## config.mk

```make
export PLATFORM = sky130hd
export DESIGN_NAME = multiplicador_4bits
export DESIGN_NICKNAME = d
export VERILOG_FILES = /design/src/rtl/multiplicador_4bits.sv
export SDC_FILE = /design/constraint.sdc
export NUM_CORES = 1
export LEC_CHECK = 0
export BUFFER_PORTS_ARGS = -buffer_cell sky130_fd_sc_hd__buf_2
export CORE_MARGIN = 8
export CORE_UTILIZATION = 45
export DETAILED_ROUTE_END_ITERATION = 8
export PLACE_DENSITY = 0.72
export SYNTH_ARGS = -nofsm -noshare
export SYNTH_HDL_FRONTEND = slang
export SYNTH_SLANG_ARGS = --single-unit
```

## constraint.sdc

```tcl
create_clock -name clk_100M -period 4 [get_ports clk_100M]
set_clock_uncertainty 0.2 [all_clocks]
set_input_delay 0.4 -clock clk_100M [delete_from_list [all_inputs] [get_ports clk_100M]]
set_output_delay 0.4 -clock clk_100M [all_outputs]
set_load 0.01 [all_outputs]
```

## src/rtl/multiplicador_4bits.sv

```systemverilog
// Unsigned 4x4 array multiplier (AND partial products + ripple adder rows), 8-bit registered product.
// Latency: 2 edges from operand capture to c; 3 edges when MULT_PIPE_EN is defined. Throughput 1/cycle.
// No backpressure: free-running, a new operand pair is accepted every cycle.
module multiplicador_4bits (
  input  logic       clk_100M,
  input  logic       rst,
  input  logic [3:0] a,
  input  logic [3:0] b,
  output logic [7:0] c
);

  // 4-bit ripple adder built from a half adder at bit 0 and full adders above;
  // returns {carry_out, sum}.
  function automatic logic [4:0] ripple4(input logic [3:0] x, input logic [3:0] y);
    logic [4:0] carry;
    logic [3:0] sum;
    carry[0] = 1'b0;
    for (int k = 0; k < 4; k++) begin
      sum[k]       = x[k] ^ y[k] ^ carry[k];
      carry[k + 1] = (x[k] & y[k]) | (carry[k] & (x[k] ^ y[k]));
    end
    return {carry[4], sum};
  endfunction

  logic [3:0] a_q;
  logic [3:0] b_q;
  logic [3:0] pp [0:3];
  logic [4:0] row1;
  logic [4:0] row2;
  logic [4:0] row3;
  logic [7:0] product;

  // Input registers: capture operands every edge, cleared by reset.
  always_ff @(posedge clk_100M) begin
    if (rst) begin
      a_q <= 4'd0;
      b_q <= 4'd0;
    end else begin
      a_q <= a;
      b_q <= b;
    end
  end

  // Partial products: row i is the multiplicand gated by multiplier bit i.
  always_comb begin
    for (int i = 0; i < 4; i++) begin
      pp[i] = a_q & {4{b_q[i]}};
    end
  end

  // Rows 1 and 2: each row adds the next partial product to the upper bits of the
  // running sum; the lowest bit of each row is final and drops out of the array.
  assign row1 = ripple4({1'b0, pp[0][3:1]}, pp[1]);
  assign row2 = ripple4(row1[4:1], pp[2]);

`ifdef MULT_PIPE_EN
  logic [3:0] mid_sum_q;
  logic [2:0] low_bits_q;
  logic [3:0] pp3_q;

  // Mid-array pipeline cut: running sum, settled low bits and the last partial product row.
  always_ff @(posedge clk_100M) begin
    if (rst) begin
      mid_sum_q  <= 4'd0;
      low_bits_q <= 3'd0;
      pp3_q      <= 4'd0;
    end else begin
      mid_sum_q  <= row2[4:1];
      low_bits_q <= {row2[0], row1[0], pp[0][0]};
      pp3_q      <= pp[3];
    end
  end

  assign row3    = ripple4(mid_sum_q, pp3_q);
  assign product = {row3, low_bits_q};
`else
  assign row3    = ripple4(row2[4:1], pp[3]);
  assign product = {row3, row2[0], row1[0], pp[0][0]};
`endif

  // Output register: product of the previous stage, cleared by reset.
  always_ff @(posedge clk_100M) begin
    if (rst) begin
      c <= 8'd0;
    end else begin
      c <= product;
    end
  end

endmodule

```

Word-level counts from Yosys, hierarchy flattened
Cells that the tools add are included.
Cells by class
  bitwise gates (word level): 52
Operators with widths (number)
  bitwise AND 1 bit: 20
  bitwise XOR 1 bit: 20
  bitwise AND 4 bit: 4
  bitwise OR 1 bit: 8
Word-level totals
  logic and storage cells: 55
  output and inout bits: 8
  register bits: 16
  input bits: 10

Longest topological paths before layout
  word-level depth: 16
  mapped depth: 13
  depth with buffers taken out: 13

Least setup slack after synthesis
No wires, ideal clock.
  path kind: flip-flop to flip-flop
  from: reg b_q[0]
  to: reg c[6]
  arrival: 3.789 ns
  period minus slack after synthesis: 4.102 ns
  path buffers: 0
  data required time: 3.688 ns
  stages on the path, launching flop included: 14
  setup time: 0.112 ns
  path slack: -0.102 ns
  cells stage by stage: dfxtp_1 and2_1 ha_1 inv_1 fa_1 fa_1 inv_1 fa_1 fa_1 fa_1 inv_1 fa_1 fa_1 nor2_1
Between the ends
  cells in the longest elaborated chain, start to end: 15
  elaborated cells between the ends (all ways): 41
  those cells by class: 41 x bitwise
RTL lines
  start, declared: RTL line 26  | logic [3:0] b_q;
  start signal, assigned: RTL line 37  | b_q <= 4'd0;
  start signal, assigned: RTL line 40  | b_q <= b;
  bitwise AND 4 bit (*): RTL line 47  | pp[i] = a_q & {4{b_q[i]}};
  bitwise AND 1 bit or bitwise XOR 1 bit (tied branches): RTL line 20, 19
  bitwise AND 1 bit: RTL line 20  | carry[k + 1] = (x[k] & y[k]) | (carry[k] & (x[k] ^ y[k]));
  bitwise OR 1 bit: RTL line 20
  bitwise AND 1 bit or bitwise XOR 1 bit (tied branches): RTL line 20, 19
  bitwise OR 1 bit or bitwise XOR 1 bit (tied branches): RTL line 20, 19
  bitwise XOR 1 bit or bitwise AND 1 bit (tied branches): RTL line 19, 20
  bitwise XOR 1 bit or bitwise OR 1 bit (tied branches): RTL line 19, 20
  bitwise XOR 1 bit or bitwise AND 1 bit (tied branches): RTL line 19, 20
  bitwise XOR 1 bit or bitwise OR 1 bit (tied branches): RTL line 20
  bitwise AND 1 bit or bitwise XOR 1 bit (tied branches): RTL line 20, 19
  bitwise OR 1 bit or bitwise XOR 1 bit (tied branches): RTL line 20
  bitwise AND 1 bit: RTL line 20
  bitwise OR 1 bit: RTL line 20
  bitwise XOR 1 bit (*): RTL line 19  | sum[k] = x[k] ^ y[k] ^ carry[k];
  end signal, assigned: RTL line 86  | c <= product;
  end, declared: RTL line 9  | output logic [7:0] c
Every way passes the cells marked *; elsewhere a longest branch is shown, timed or not.
A chain may end at the register's enable or synchronous reset.

Worst setup path in the final report
Ends and elaborated chain as after synthesis.

==> flow_metrics.tcl <==
set metrics [dict create \
    cts_buffers 3 \
    status "finished, final reports clean" \
    critical_path_class "reg -> reg" \
    final_layout_size_suffix_gt1_frac 0.5165 \
    worstHoldPathType "in -> reg" \
    nFillCells 142 \
    rows 15 \
    rsz0062_at_grt "true" \
    dieWidth_um 57.35 \
    cp.arrival_ns 3.97 \
    worst_slew_pin_slew_ns 0.3200 \
    synth_cell_types 11 \
    dieArea_um2 3289 \
    gr-usage-met3 0.02466 \
    syn_avg_cell_area_um2 11.32 \
    cts_setup_buffers 0 \
    syn_to_final_growth_pct 21.63 \
    tritoncts "built" \
    postCtsHoldBufs 0 \
    power_density_nw_per_um2 304.2 \
    cts.path.max_buffers 2 \
    ys_seq_elements 16 \
    final-setup-viol-count 0 \
    initialDrtViolationCount 3 \
    synth-edff-count 0 \
    wl_per_cell_um 11.42 \
    viasPerCell 4.611 \
    grt-ovfl-total 0 \
    htreeDepth 1 \
    seq_area_frac_synth 0.4163 \
    ys_top_cells_by_area "dfxtp_1, fa_1, nor2b_2" \
    slew_viol_final 0 \
    synth_top_flop_cell "dfxtp_1" \
    cp_max_fo 2 \
    relSlewSlack 0.7866 \
    layout.nets 115 \
    ir_drop_v 0.0001987 \
    synth_common_cells "dfxtp_1, and2_1, fa_1, inv_1, nand2_1" \
    root_buffer "clkbuf_4" \
    drc_errors 0 \
    grt_pass1_wl_um 2083 \
    grt_util_all_layers 0.08299 \
    die_y_um 57.35 \
    yosys.cell_count.top_type "dfxtp_1" \
    synth_nets 90 \
    start_util 0.4607 \
    finalCriticalPeriod_ns 3.995 \
    grt_max_degree 17 \
    power_mw 0.2847 \
    antenna_found_initial 0 \
    firstDrtPassIters 2 \
    async_flop_share 0 \
    wl_um 1233 \
    cts_sinks 16 \
    num_vias 498 \
    multiInputGateArea_um2 422.9 \
    worstSetupEndpointType "flop" \
    grt_util_met1 0.07199 \
    max_clock_freq_mhz 250.3 \
    yosysTopAreaCell "dfxtp_1" \
    fin_hold_ws_ns 0.1169 \
    cp-start-kind "flop" \
    port-buffer-count 17 \
    busiest_layer "met2" \
    place_congestion 0.7874 \
    synth_warnings 0 \
    synth_cells 68 \
    required_ns 3.97 \
    fin_crit_sh 0.9988 \
    yosysTopAreaCellShare 0.4163 \
    grtUsageMet2 0.1543 \
    power_leakage_nw 0.4523 \
    ff_latch_area_um2 324.1 \
    diodes 0 \
    pin_count 18 \
    detail-route-antenna-nets 0 \
    maxCapViolCount 0 \
    path_clk_slew_ns 0.09 \
    syn_area_um2 769.5 \
    clk_latency_ns 0.28 \
    final_hold_viol_count 0 \
    core-area_um2 1670 \
    grt_pass1_vias 559 \
]
==> where the power goes <==
group	leakage, nW	internal, mW	switching [mW]	total (mW)
sequential	0.133	0.167	0.00362	0.170
combinational	0.306	0.0172	0.0141	0.0312
clock	0.0138	0.0350	0.0481	0.0831
==> critical path, stage by stage (launching register included) <==
cell and delay, ns:
dfxtp_2 0.34, and2_1 0.12, ha_1 0.13, inv_1 0.05
fa_2 0.36, fa_1 0.51, inv_2 0.04, fa_2 0.33
fa_2 0.34, fa_1 0.50, inv_2 0.04, fa_2 0.38
fa_1 0.49, nor2_1 0.04
==> final timing paths <==
kind | start | to | slack [ns] | depth (start not counted)
worst min register to register | a_q[0] | c[0] | 0.43 | 2
worst max-delay path | b_q[0] | c[6] | 0.005 | 13
worst min-delay path | a[2] | a_q[2] | 0.12 | 2
worst max register to register | b_q[0] | c[6] | 0.005 | 13
==> stage by stage <==
| step | TNS, ns | setup WS, ns | util | std cells | instance area (µm²) |
|---|---|---|---|---|---|
| after detailed placement | -0.06745 | -0.06745 | 0.5431 | 105 | 907.1 |
| after floorplan | 0 | 0.03736 | - | 68 | 782.0 |
| final | 0 | 0.004749 | 0.5603 | 108 | 935.9 |
| after global placement | -0.01266 | -0.01266 | 0.5431 | 105 | 907.1 |
| after CTS | -0.03484 | -0.03484 | 0.5581 | 108 | 932.1 |
| after global routing | -0.1173 | -0.09027 | 0.5603 | 108 | 935.9 |
==> flip-flops by register name, indices dropped and copies added, names as in the netlist <==
signal  cells
a_q         4
c           8
b_q         4
==> placed cells by master (no fill, tap or decap) <==
cell	n
and2_1	7
and2_4	1
and2b_2	5
and3b_2	1
buf_2	17
buf_4	4
clkbuf_4	3
dfxtp_1	13
dfxtp_2	3
fa_1	3
fa_2	5
ha_1	4
inv_1	6
inv_2	2
nand2_1	7
nor2_1	4
nor2b_2	6
==> cell type report <==
cell class | count | area share
multi-input combinational | 43 | 0.4519
inverter | 8 | 0.03209
clock buffer | 3 | 0.02406
tap | 17 | 0.02273
sequential | 16 | 0.3463
timing repair buffer | 21 | 0.1230
==> routing by layer <==
metal  vias to the layer above  part of all wire
li1                        247                 -
met1                       232              0.40
met2                        14              0.53
met3                         5             0.043
met4                         0             0.034
met5                         -                 0
==> timing repair <==
action / in CTS / in global routing
endpoints found under the setup margin: 2 / 2
pin swaps: 5 / 2
resized for setup: 2 / 4
==> logic make-up after synthesis <==
logic type	share of synthesized area
buffers and inverters	0.05366
adder cells (fa/ha/maj)	0.2732
AND/OR/NAND/NOR	0.2569
flip-flops	0.4163
(Power assumes the default switching activity.)
